File: src/rtl/fb_pkg.sv
// fb_pkg: constants and state encoding shared by the frame-buffer reader and
// writer blocks.
//   FB_WIDTH/FB_HEIGHT : frame geometry in pixels
//   FB_PIXELS          : pixels per frame
//   FB_ADDR_W          : buffer address width (2**FB_ADDR_W >= FB_PIXELS)
//   FB_DATA_W          : pixel width
//   fb_state_e         : IDLE / RUN / DRAIN sweep state
package fb_pkg;

  localparam int unsigned FB_WIDTH  = 320;
  localparam int unsigned FB_HEIGHT = 240;
  localparam int unsigned FB_PIXELS = FB_WIDTH * FB_HEIGHT;
  localparam int unsigned FB_ADDR_W = 17;
  localparam int unsigned FB_DATA_W = 8;

  typedef enum logic [1:0] {
    IDLE  = 2'd0,
    RUN   = 2'd1,
    DRAIN = 2'd2
  } fb_state_e;

endpackage

File: src/rtl/fb_skid_fifo.sv
// fb_skid_fifo: 2-entry first-word-fall-through FIFO. slot0 is always the
// head, so dout_o needs no read mux. Push and pop may happen in the same
// cycle at any occupancy; a pop on empty or a push on full without a pop is
// ignored.
// Ports:
//   clk_i, rst_i : clock, synchronous active-high reset (flushes contents)
//   push_i/din_i : write request and entry
//   pop_i        : consume the head entry
//   dout_o       : head entry (valid when valid_o)
//   valid_o      : FIFO not empty
//   count_o      : occupancy 0..2
module fb_skid_fifo #(
  parameter int unsigned ENTRY_W = 8
) (
  input  logic               clk_i,
  input  logic               rst_i,
  input  logic               push_i,
  input  logic [ENTRY_W-1:0] din_i,
  input  logic               pop_i,
  output logic [ENTRY_W-1:0] dout_o,
  output logic               valid_o,
  output logic [1:0]         count_o
);

  logic [ENTRY_W-1:0] slot0_q, slot0_d;
  logic [ENTRY_W-1:0] slot1_q, slot1_d;
  logic [1:0]         count_q, count_d;
  logic               do_pop, do_push;
  logic [1:0]         occ_after_pop;

  always_comb begin
    do_pop        = pop_i && (count_q != 2'd0);
    do_push       = push_i && ((count_q != 2'd2) || do_pop);
    occ_after_pop = count_q - {1'b0, do_pop};
    slot0_d       = slot0_q;
    slot1_d       = slot1_q;
    count_d       = occ_after_pop + {1'b0, do_push};
    if (do_pop) begin
      slot0_d = slot1_q;
    end
    // The write slot is chosen from the occupancy left after this cycle's pop.
    if (do_push) begin
      if (occ_after_pop == 2'd0) begin
        slot0_d = din_i;
      end else begin
        slot1_d = din_i;
      end
    end
  end

  always_ff @(posedge clk_i) begin
    if (rst_i) begin
      slot0_q <= '0;
      slot1_q <= '0;
      count_q <= '0;
    end else begin
      slot0_q <= slot0_d;
      slot1_q <= slot1_d;
      count_q <= count_d;
    end
  end

  assign dout_o  = slot0_q;
  assign valid_o = (count_q != 2'd0);
  assign count_o = count_q;

endmodule

File: src/rtl/fb_stream_reader.sv
// fb_stream_reader: sweeps the frame buffer read port in raster order after a
// start pulse and presents the pixels as a valid/ready stream. Reads are only
// issued while FIFO occupancy plus the in-flight read (net of a same-cycle
// pop) is below 2, so the 2-entry FIFO absorbs the 1-cycle BRAM latency and
// back-pressure never drops or repeats a pixel, while still sustaining one
// pixel per clock.
// Optional build macro: FB_RD_MARKERS_EN adds out_sof/out_eol frame markers.
// Ports:
//   clk, rst             : clock, synchronous active-high reset
//   start                : one-cycle frame request, honoured only in IDLE
//   busy                 : frame in progress (low again in the frame_done cycle)
//   frame_done           : one-cycle pulse after the last pixel is accepted
//   rd_addr / rd_data    : buffer read port, data valid one cycle after addr
//   out_data/out_valid/out_ready : pixel stream
//   out_sof/out_eol      : first pixel of frame / last pixel of line (macro only)
module fb_stream_reader
  import fb_pkg::*;
#(
  parameter int unsigned WIDTH  = FB_WIDTH,
  parameter int unsigned HEIGHT = FB_HEIGHT,
  parameter int unsigned DATA_W = FB_DATA_W,
  parameter int unsigned ADDR_W = FB_ADDR_W
) (
  input  logic              clk,
  input  logic              rst,
  input  logic              start,
  output logic              busy,
  output logic              frame_done,
  output logic [ADDR_W-1:0] rd_addr,
  input  logic [DATA_W-1:0] rd_data,
  output logic [DATA_W-1:0] out_data,
  output logic              out_valid,
  input  logic              out_ready
`ifdef FB_RD_MARKERS_EN
  ,
  output logic              out_sof,
  output logic              out_eol
`endif
);

  localparam int unsigned PIXELS = WIDTH * HEIGHT;
  localparam logic [ADDR_W-1:0] LAST_ADDR = ADDR_W'(PIXELS - 1);
`ifdef FB_RD_MARKERS_EN
  localparam int unsigned TAG_W = 2;
  localparam int unsigned XW    = (WIDTH > 1) ? $clog2(WIDTH) : 1;
`else
  localparam int unsigned TAG_W = 0;
`endif
  localparam int unsigned ENTRY_W = DATA_W + TAG_W;

  fb_state_e         state_q, state_d;
  logic [ADDR_W-1:0] rd_addr_q, rd_addr_d;
  logic              inflight_q, inflight_d;

  logic [ENTRY_W-1:0] fifo_din, fifo_head;
  logic               fifo_valid;
  logic [1:0]         fifo_count;
  logic               pop, issue, credit_ok;
  logic [2:0]         occupancy;

`ifdef FB_RD_MARKERS_EN
  // Only the x position matters for the markers: sof is simply address 0.
  logic [XW-1:0]    x_q, x_d;
  logic [TAG_W-1:0] tag_q, tag_d;
`endif

  always_comb begin
    pop        = fifo_valid && out_ready;
    occupancy  = {1'b0, fifo_count} + {2'b00, inflight_q};
    // A pop in the same cycle frees a slot immediately.
    credit_ok  = occupancy < (3'd2 + {2'b00, pop});
    issue      = (state_q == RUN) && credit_ok;

    state_d    = state_q;
    rd_addr_d  = rd_addr_q;
    inflight_d = issue;
    busy       = 1'b0;
    frame_done = 1'b0;
`ifdef FB_RD_MARKERS_EN
    x_d        = x_q;
    tag_d      = tag_q;
`endif

    unique case (state_q)
      IDLE: begin
        if (start) begin
          state_d   = RUN;
          rd_addr_d = '0;
`ifdef FB_RD_MARKERS_EN
          x_d       = '0;
`endif
        end
      end
      RUN: begin
        busy = 1'b1;
        if (issue) begin
          rd_addr_d = rd_addr_q + 1'b1;
          if (rd_addr_q == LAST_ADDR) begin
            state_d = DRAIN;
          end
`ifdef FB_RD_MARKERS_EN
          tag_d = {rd_addr_q == '0, x_q == XW'(WIDTH - 1)};
          x_d   = (x_q == XW'(WIDTH - 1)) ? '0 : x_q + 1'b1;
`endif
        end
      end
      DRAIN: begin
        if ((fifo_count == 2'd0) && !inflight_q) begin
          state_d    = IDLE;
          frame_done = 1'b1;
        end else begin
          busy = 1'b1;
        end
      end
      default: state_d = IDLE;
    endcase
  end

  always_ff @(posedge clk) begin
    if (rst) begin
      state_q    <= IDLE;
      rd_addr_q  <= '0;
      inflight_q <= 1'b0;
`ifdef FB_RD_MARKERS_EN
      x_q        <= '0;
      tag_q      <= '0;
`endif
    end else begin
      state_q    <= state_d;
      rd_addr_q  <= rd_addr_d;
      inflight_q <= inflight_d;
`ifdef FB_RD_MARKERS_EN
      x_q        <= x_d;
      tag_q      <= tag_d;
`endif
    end
  end

`ifdef FB_RD_MARKERS_EN
  assign fifo_din = {tag_q, rd_data};
`else
  assign fifo_din = rd_data;
`endif

  fb_skid_fifo #(
    .ENTRY_W (ENTRY_W)
  ) u_fifo (
    .clk_i   (clk),
    .rst_i   (rst),
    .push_i  (inflight_q),
    .din_i   (fifo_din),
    .pop_i   (pop),
    .dout_o  (fifo_head),
    .valid_o (fifo_valid),
    .count_o (fifo_count)
  );

  assign rd_addr   = rd_addr_q;
  assign out_valid = fifo_valid;
  assign out_data  = fifo_head[DATA_W-1:0];
`ifdef FB_RD_MARKERS_EN
  assign out_sof   = fifo_valid && fifo_head[DATA_W+1];
  assign out_eol   = fifo_valid && fifo_head[DATA_W];
`endif

endmodule

File: config.mk
export PLATFORM = sky130hd
export DESIGN_NAME = fb_stream_reader
export DESIGN_NICKNAME = d
export VERILOG_FILES = /design/src/rtl/fb_pkg.sv /design/src/rtl/fb_skid_fifo.sv /design/src/rtl/fb_stream_reader.sv
export SDC_FILE = /design/constraint.sdc
export NUM_CORES = 1
export LEC_CHECK = 0
export ABC_CLOCK_PERIOD_IN_PS = 2500
export BUFFER_PORTS_ARGS = -buffer_cell sky130_fd_sc_hd__buf_2
export CAP_MARGIN = 10
export CORE_MARGIN = 2
export CORE_UTILIZATION = 35
export CTS_CLUSTER_SIZE = 25
export DETAILED_ROUTE_END_ITERATION = 8
export PLACE_DENSITY = 0.54
export SYNTH_ARGS = -nofsm -noshare
export SYNTH_HDL_FRONTEND = slang
export SYNTH_SLANG_ARGS = --single-unit
File: constraint.sdc
create_clock -name clk -period 2.5 [get_ports clk]
set_input_delay 0.125 -clock clk [delete_from_list [all_inputs] [get_ports clk]]
set_output_delay 0.125 -clock clk [all_outputs]
set_load 0.02 [all_outputs]
### Word level (Yosys, flattened, before mapping)

Index checks and enable logic that the tools add are counted.
Widths: inputs -> output; s select.

| word-level totals | value |
|---|---|
| output and inout bits | 28 |
| bits in writable memories | 0 |
| memories kept | 0 |
| logic and storage cells | 51 |
| bits in latches | 0 |
| memory bits (read-only) | 0 |
| bits in registers | 38 |
| input port bits | 12 |

| operators by class | value |
|---|---|
| eq/ne operators | 8 |
| $add $sub $neg | 5 |
| $lt $le $gt $ge | 1 |
| reduce and logical (&&, ||, !) cells | 15 |
| shift-type cells | 0 |
| divide/modulo/power cells | 0 |
| bitwise operators | 1 |
| multipliers | 0 |
| mux-type cells | 15 |

Operators by type and width:

| kind | count |
|---|---|
| $mux 17 | 2 |
| $pmux 17 s2 | 1 |
| $mux 8 | 3 |
| $add 17x1->17 const B | 1 |
| $eq 17x17->1 const B | 1 |
| $mux 2 | 4 |
| $ne 2x2->1 const B | 4 |
| $logic_not 2->1 | 3 |
| $pmux 2 s3 | 1 |
| $logic_and 1x1->1 | 5 |
| $reduce_and 4->1 | 1 |
| $reduce_bool 2->1 | 2 |
| $add 2x1->3 | 1 |
| $add 2x1->3 const A | 1 |
| $lt 3x3->1 | 1 |
| $mux 1 | 3 |
| $reduce_and 3->1 | 1 |
| $add 2x1->2 | 1 |
| $eq 2x1->1 const B | 1 |
| $eq 2x2->1 const B | 1 |
| $ne 2x1->1 const B | 1 |
| $pmux 1 s2 | 1 |
| $reduce_and 2->1 | 1 |
| $sub 2x1->2 | 1 |
| 3 further kinds | 3 |

### Logic depth before layout (Yosys ltp)

Gate-level depths: netlist of the first run.

| logic depth | value |
|---|---|
| depth after elaboration | 7 |
| gate-level depth with buffers | 9 |
| gate-level depth less buffers | 7 |

### By module

Synthesis of the first run repeated with hierarchy kept, for this count alone.

| second synthesis, totals | value |
|---|---|
| cells, all modules | 256 |
| area, all modules | 2148.3 um2 |

By module, submodules not included:

| module | sequential area each (um2) | area an instance (um2) | cells an instance | instances |
|---|---|---|---|---|
| fb_stream_reader | 400.4 | 1262.5 | 157 | 1 |
| fb_skid_fifo | 360.3 | 885.8 | 99 | 1 |

### Worst setup path after synthesis of the first run

OpenSTA, ideal clock, no wires.

| timing path | value |
|---|---|
| path kind | register to register |
| from | reg rd_addr_q[0] (netlist: rd_addr[0]) |
| to | reg rd_addr_q[16] (netlist: rd_addr[16]) |
| path buffers | 0 |
| clock period less this slack | 2038 ps |
| required time | 2426 ps |
| slack | 462 ps |
| setup time | 74 ps |
| data arrival time | 1963 ps |
| cell stages (with the launch flop) | 7 |
| cell sequence | dfxtp_1 > ha_1 > nand4_2 > nor4_4 > nand3_1 > or4_1 > a31oi_1 |

| on the way | value |
|---|---|
| word-level cells in the longest chain between the ends | 3 |

RTL lines:

| what | RTL line | source |
|---|---|---|
| start, declared | fb_stream_reader.sv:52 | `logic [ADDR_W-1:0] rd_addr_q, rd_addr_d;` |
| start signal, assigned | fb_stream_reader.sv:130 | `rd_addr_q <= rd_addr_d;` |
| $add 17x1->17 | fb_stream_reader.sv:97 | `rd_addr_d = rd_addr_q + 1'b1;` |
| $mux 17 | fb_stream_reader.sv:96 | `if (issue) begin` |
| $pmux 17 s2 | fb_stream_reader.sv:84 | `unique case (state_q)` |

Every way passes these cells. The select of a mux whose other input is x is not followed.
A chain may end at the register's enable or synchronous reset.

### Worst setup path in the final report of the first run

| timing path | value |
|---|---|
| from | reg inflight_q |
| to | reg rd_addr_q[6] (netlist: rd_addr[6]) |

| on the way | value |
|---|---|
| word-level cells in the longest chain between the ends | 5 |

RTL lines:

| what | RTL line | source |
|---|---|---|
| start, declared | fb_stream_reader.sv:53 | `logic inflight_q, inflight_d;` |
| start signal, assigned | fb_stream_reader.sv:131 | `inflight_q <= inflight_d;` |
| $add 2x1->3 | fb_stream_reader.sv:69 | `occupancy = {1'b0, fifo_count} + {2'b00, inflight_q};` |
| $lt 3x3->1 | fb_stream_reader.sv:71 | `credit_ok = occupancy < (3'd2 + {2'b00, pop});` |
| $logic_and 1x1->1 | fb_stream_reader.sv:72 | `issue = (state_q == RUN) && credit_ok;` |
| $ne 2x2->1 (no line) | -- |  |
| $reduce_and 3->1 (no line) | -- |  |

Every way passes these cells.

==> results of run 1 <==
-- logic make-up after synthesis --
| logic type | count (synthesis) |
|---|---|
| fa+ha+maj | 9 |
| flops | 38 |
| mux | 19 |
| xor+xnor | 2 |
| simple gates | 103 |
| compound gates | 39 |
| buf+inv | 23 |
-- cells in the mapped netlist (all sizes together) (4+ instances only) --
library cell / instances
clkbuf: 9
or4: 8
a21oi: 4
inv: 9
dfxtp: 38
buf: 5
nor2: 24
mux2i: 18
nand4: 7
nand2b: 5
nor4: 4
nand3b: 4
ha: 9
nand3: 17
nand2: 19
a211oi: 8
a31oi: 12
-- metrics by stage --
stage / hold slack (ns) / setup WS, ns
floorplan: 0.272 / 0.462
global placement: 0.383 / 0.399
detailed placement: 0.385 / 0.366
CTS: 0.0738 / 0.354
global route: 0.0844 / 0.0934
finish: 0.0800 / 0.372
-- state kept, by name, indices dropped and copies added (netlist names) --
name and flops:
u_fifo.dout_o 8, u_fifo.slot1_q 8, state_q 2, inflight_q 1, rd_addr 17, u_fifo.count_o 2
-- critical path, delay by kind of cell, from the launching register on --
family | cells | cell delay, ns
compound gates | 2 | 0.29
fa+ha+maj | 2 | 0.49
flops | 1 | 0.34
simple gates | 2 | 0.95
-- cells in the final DEF, fill, tap and decap left out, drive strengths merged, types with 4 or more instances in the layout --
cell type   n
nor4        4
dfxtp      38
a21oi       4
nand2      19
a31oi      12
nand3b      4
buf        44
nand4       7
inv         9
mux2i      18
or4         8
ha          9
clkbuf      5
nor2       24
nand2b      5
nand3      17
a211oi      8
-- cell type report --
type / count / area share, %
clock inverter: 3 / 1.86
tap: 72 / 3.71
sequential: 38 / 31.3
multi-input combinational: 172 / 49.3
clock buffer: 5 / 2.84
timing repair buffer: 44 / 9.59
inverter: 9 / 1.39
-- power by group through the flow --
stage / registers [W] / logic [W] / clock network (W)
after floorplan: 0.000823 / 0.000620 / 0
after global placement: 0.000781 / 0.000895 / 0
after detailed placement: 0.000779 / 0.000894 / 0
after CTS: 0.000767 / 0.000899 / 0.000546
after global routing: 0.000785 / 0.000993 / 0.000568
final: 0.000765 / 0.000890 / 0.000530
-- routing by layer --
metal,share of wire [%],up-vias,global-route usage (%)
li1,-,930,-
met1,47,830,19.2
met2,46,42,25.5
met3,5.9,4,3.93
met4,1.3,0,6.61
met5,0,-,0
-- worst max path at each step --
| stage | from | end | cells after the start |
|---|---|---|---|
| floorplan | rd_addr[0] | rd_addr[16] | 6 |
| global placement | u_fifo.count_o[1] | u_fifo.dout_o[0] | 7 |
| detailed placement | inflight_q | rd_addr[6] | 6 |
| CTS | u_fifo.count_o[1] | u_fifo.dout_o[1] | 6 |
| global route | u_fifo.count_o[1] | u_fifo.dout_o[2] | 7 |
| finish | inflight_q | rd_addr[6] | 6 |
==> impl_metrics.env, run 1 <==
export IMPL_drt_first_pass_iters=4
export IMPL_die_area_sq_mm=0.00651
export IMPL_powerDensity_mw_per_mm2=900
export IMPL_synthSimpleGateAreaFrac_pct=29.0
export IMPL_cp_cell_sequence="ha_1, ha_1, o211ai_2, nand4_4, or4_2, a31oi_1"
export IMPL_pin_count=40
export IMPL_ys_warn_count=0
export IMPL_avgSynthCellArea_sq_um=8.83
export IMPL_holdPathStages=3
export IMPL_grt_pass1_vias=1648
export IMPL_track_usage_pct=15.5
export IMPL_synthMuxAreaShare_pct=9.30
export IMPL_finalSetupTns_ns=0
export IMPL_ff_latch_area_sq_um=761
export IMPL_synthAdderAreaFrac_pct=5.47
export IMPL_ant_nets=0
export IMPL_core_area_sq_mm=0.00561
export IMPL_hold_violations=0
export IMPL_seqPwrFrac_pct=35.0
export IMPL_min_to="u_fifo.slot1_q[3]"
export IMPL_worst_setup_path_type="reg -> reg"
export IMPL_p_clk_share_pct=24.2
export IMPL_skew_ns=0.00791
export IMPL_clockBufferDepth=2
export IMPL_synth_seq_cells=38
export IMPL_period_share_pct=85.1
export IMPL_fin_nets=291
export IMPL_wire_per_inst_microns=13.3
export IMPL_drive_gt1_share_pct=23.6
export IMPL_min_period_ns=2.13
export IMPL_grt_max_degree=23
export IMPL_vias=1806
export IMPL_p_leak_nw=1.01
export IMPL_endpoint_kind="flip-flop"
export IMPL_portBuffers=39
export IMPL_yosysTopAreaCell="dfxtp_1"
export IMPL_die_w_microns=80.7
export IMPL_rsz0062_at_grt="false"
export IMPL_total_power_w=0.00218
export IMPL_synth_area_sq_mm=0.00206
export IMPL_fin_area_sq_mm=0.00243
export IMPL_tightest_slew_ns=0.584
export IMPL_placedCellCount=335
export IMPL_cp_common_cell="ha_1"
export IMPL_avgViaCountPerCell=5.27
export IMPL_htreeDepth=2
export IMPL_cts_resized_gates=0
export IMPL_fin_util_pct=43.3
export IMPL_grt_ovfl_total=0
export IMPL_p_int_w=0.00133
export IMPL_layoutNonFillerInstCount=343
export IMPL_multi_input_area_sq_mm=0.00120
export IMPL_maxSlewViolCount=0
export IMPL_cpMaxStageDelayCell="or4_2"
export IMPL_postCtsSetupRepairBufs=0
export IMPL_combPwrFrac_pct=40.7
export IMPL_num_rows=27
export IMPL_swShare_pct=39.2
export IMPL_ys_top_cells_by_area="dfxtp_1 37%, mux2i_1 8.8%, ha_1 5.5%"
export IMPL_gp_congestion=0.795
export IMPL_status="finished, final reports clean"
export IMPL_clkTransAtPathRegs_ns=0.08
export IMPL_p_sw_w=0.000856
export IMPL_synth_cells=233
export IMPL_antenna_found_initial=0
export IMPL_synth_top_area_share_pct=37.0
export IMPL_irDropWorstVdd_mv=0.394
export IMPL_dpl_instance_area_sq_mm=0.00231
export IMPL_cp_start_kind="flip-flop"
export IMPL_drt_initial_drc_count=79
export IMPL_clock_fmax_ghz=0.470
export IMPL_finalSetupViolations=0
export IMPL_nFillCells=611
export IMPL_yosysSeqAreaShare_pct=37.0
export IMPL_n_antenna_cell=0
export IMPL_clock_sinks=38
export IMPL_synth_distinct_cells=45
export IMPL_hold_path_startpoint="rd_data[3]"
export IMPL_cp_required_ns=2.72
export IMPL_reg2reg_slack_ns=0.37
export IMPL_dp_hpwl_microns=3220
export IMPL_ys_flop_type="dfxtp_1"
export IMPL_synth_nets=254
export IMPL_cts_tree="done"
export IMPL_holdBufCountCts=0
export IMPL_grt_pass1_wl_microns=7850
export IMPL_synth_top_family_by_area="simple AND/OR/NAND/NOR gates"
export IMPL_rr_worst_depth=6
export IMPL_floorplan_initialDensity_pct=36.7
export IMPL_synth_compound_area_share_pct=13.5
export IMPL_cp_arrival_ns=2.35
export IMPL_path_max_fanout=18
export IMPL_route_detailed_drc=0
export IMPL_rr_startpoint="inflight_q"
export IMPL_relSlewSlack_pct=60.9
export IMPL_slowest_delay_ns=0.68
export IMPL_yosys_area_share_xor_xnor_pct=0.851
export IMPL_wl_microns=4580
export IMPL_root_buffer="clkbuf_8"
export IMPL_cts_buffers=5
export IMPL_area_growth_pct=17.9
export IMPL_chipHeight_microns=80.7
export IMPL_reg2reg_to="rd_addr[6]"
export IMPL_hp_class="in -> reg"
export IMPL_clock_latency_ns=0.29
export IMPL_synth_edff_count=0
export IMPL_async_flop_share_pct=0
export IMPL_maxCapViolations=0
Note: power is estimated with default switching activity, not from simulation.
==> run 2: changes to the inputs <==
--- a/config.mk
+++ b/config.mk
@@ -12,7 +12,7 @@
 export CORE_UTILIZATION = 35
 export CTS_CLUSTER_SIZE = 25
 export DETAILED_ROUTE_END_ITERATION = 8
-export PLACE_DENSITY = 0.54
+export PLACE_DENSITY = 0.56
 export SYNTH_ARGS = -nofsm -noshare
 export SYNTH_HDL_FRONTEND = slang
 export SYNTH_SLANG_ARGS = --single-unit
==> run 2 against run 1 <==
  * Flip-flop and latch count unchanged
  * First-iteration DRC count up 22%
  * Power up 5.1%
  * Sequential power about the same
  * Die area unchanged
  * Clock-buffer cell count up 1
  * Non-clock buffer count down 1
  * Critical path depth unchanged
  * Routed wire length down 0.98%
  * Maximum frequency down 0.23%
  * Global-route usage up 0.21 points
  * Setup slack worse by 0.0048 ns
==> impl_metrics.env, run 2 (synthesized netlist as in run 1, its figures left out) <==
export IMPL_status="finished, final reports clean"
export IMPL_vias=1776
export IMPL_drt_initial_drc_count=96
export IMPL_wire_per_inst_microns=13.3
export IMPL_dp_hpwl_microns=3150
export IMPL_antenna_found_initial=0
export IMPL_route_detailed_drc=0
export IMPL_cp_start_kind="flip-flop"
export IMPL_period_share_pct=85.3
export IMPL_worst_setup_path_type="reg -> reg"
export IMPL_grt_pass1_vias=1640
export IMPL_fin_util_pct=43.7
export IMPL_root_buffer="clkbuf_8"
export IMPL_portBuffers=39
export IMPL_layoutNonFillerInstCount=342
export IMPL_layout_common_cells="39 x buf_2, 38 x dfxtp_1, 24 x nor2_1, 19 x nand2_1, 18 x mux2i_1"
export IMPL_rr_startpoint="inflight_q"
export IMPL_die_area_sq_mm=0.00651
export IMPL_dpl_instance_area_sq_mm=0.00231
export IMPL_holdBufCountCts=0
export IMPL_tightest_slew_ns=0.594
export IMPL_powerDensity_mw_per_mm2=938
export IMPL_relSlewSlack_pct=60.3
export IMPL_largest_reg_flops=17
export IMPL_maxCapViolations=0
export IMPL_path_max_fanout=18
export IMPL_ant_nets=0
export IMPL_chipHeight_microns=80.7
export IMPL_n_antenna_cell=0
export IMPL_drive_gt1_share_pct=23.3
export IMPL_reg2reg_slack_ns=0.37
export IMPL_worstSetupEndpoint="rd_addr[6]"
export IMPL_hp_class="in -> reg"
export IMPL_cp_required_ns=2.72
export IMPL_wl_microns=4530
export IMPL_nFillCells=594
export IMPL_rsz0062_at_grt="false"
export IMPL_cts_resized_gates=0
export IMPL_clock_fmax_ghz=0.469
export IMPL_p_leak_nw=1.03
export IMPL_rr_worst_depth=6
export IMPL_clock_sinks=38
export IMPL_area_growth_pct=19.0
export IMPL_clock_latency_ns=0.29
export IMPL_cp_arrival_ns=2.35
export IMPL_hold_violations=0
export IMPL_finalSetupViolations=0
export IMPL_track_usage_pct=15.7
export IMPL_setup_ws_ns=0.367
export IMPL_die_w_microns=80.7
export IMPL_drt_first_pass_iters=4
export IMPL_endpoint_kind="flip-flop"
export IMPL_htreeDepth=2
export IMPL_mostFrequentLayoutCell="buf_2"
export IMPL_clockBufferDepth=2
export IMPL_fin_nets=290
export IMPL_crit_start="inflight_q"
export IMPL_clkTransAtPathRegs_ns=0.08
export IMPL_finalSetupTns_ns=0
export IMPL_grt_pass1_wl_microns=7930
export IMPL_skew_ns=0.00646
export IMPL_cts_buffers=5
export IMPL_dpl_worst_slack_ns=0.378
export IMPL_fin_area_sq_mm=0.00245
export IMPL_irDropWorstVdd_mv=0.470
export IMPL_num_rows=27
export IMPL_floorplan_initialDensity_pct=36.7
export IMPL_reg2reg_to="rd_addr[6]"
export IMPL_postCtsSetupRepairBufs=0
export IMPL_grt_max_degree=25
export IMPL_gp_congestion=0.758
export IMPL_core_area_sq_mm=0.00561
export IMPL_cts_tree="done"
export IMPL_avgViaCountPerCell=5.19
export IMPL_placedCellCount=334
export IMPL_pin_count=40
export IMPL_min_period_ns=2.13
export IMPL_grt_ovfl_total=0
export IMPL_maxSlewViolCount=0
run 2: worst min path at each step:
| stage | from | to | cells past startpoint | slack (ns) |
|---|---|---|---|---|
| after detailed placement | rd_data[5] | u_fifo.slot1_q[5] | 3 | 0.39 |
| after global routing | rd_data[3] | u_fifo.slot1_q[3] | 3 | 0.09 |
| after CTS | rd_data[3] | u_fifo.slot1_q[3] | 3 | 0.07 |
| after floorplan | rd_data[0] | u_fifo.slot1_q[0] | 2 | 0.27 |
| final | rd_data[3] | u_fifo.slot1_q[3] | 3 | 0.08 |
| after global placement | rd_data[4] | u_fifo.slot1_q[4] | 3 | 0.38 |
run 2: worst max-delay path: stages (launching register included):
cell	delay (ns)
dfxtp_1	0.34
ha_1	0.20
ha_1	0.29
o211ai_2	0.12
nand4_4	0.27
or4_2	0.67
a31oi_1	0.17
run 2: through the flow:
step / hold WS, ns / power [W]
CTS: 0.0745 / 0.00232
global route: 0.0881 / 0.00247
detailed placement: 0.388 / 0.00166
finish: 0.0780 / 0.00230
global placement: 0.379 / 0.00165
floorplan: 0.272 / 0.00144
run 2: area by class of cell:
cell class / count / area, sq um / share of cell area [%]
Clock buffer: 6 / 82.6 / 3.37
Clock inverter: 2 / 60.1 / 2.45
Inverter: 9 / 33.8 / 1.38
Multi-Input combinational cell: 172 / 1200 / 48.9
Sequential cell: 38 / 761 / 31.1
Tap cell: 72 / 90.1 / 3.68
Timing Repair Buffer: 43 / 225 / 9.20
run 2: routing by layer:
layer  vias to the layer above  part of all wire [%]  track usage (%)
li1                        937                     -                -
met1                       794                    49             21.2
met2                        39                    44             24.0
met3                         6                   4.7             3.71
met4                         0                   1.8             6.61
met5                         -                     0                0
run 2: power breakdown:
part | internal [W] | switching, W
Sequential | 0.000698 | 0.0000674
Clock | 0.000426 | 0.000229
Combinational | 0.000323 | 0.000552
Total | 0.00145 | 0.000848
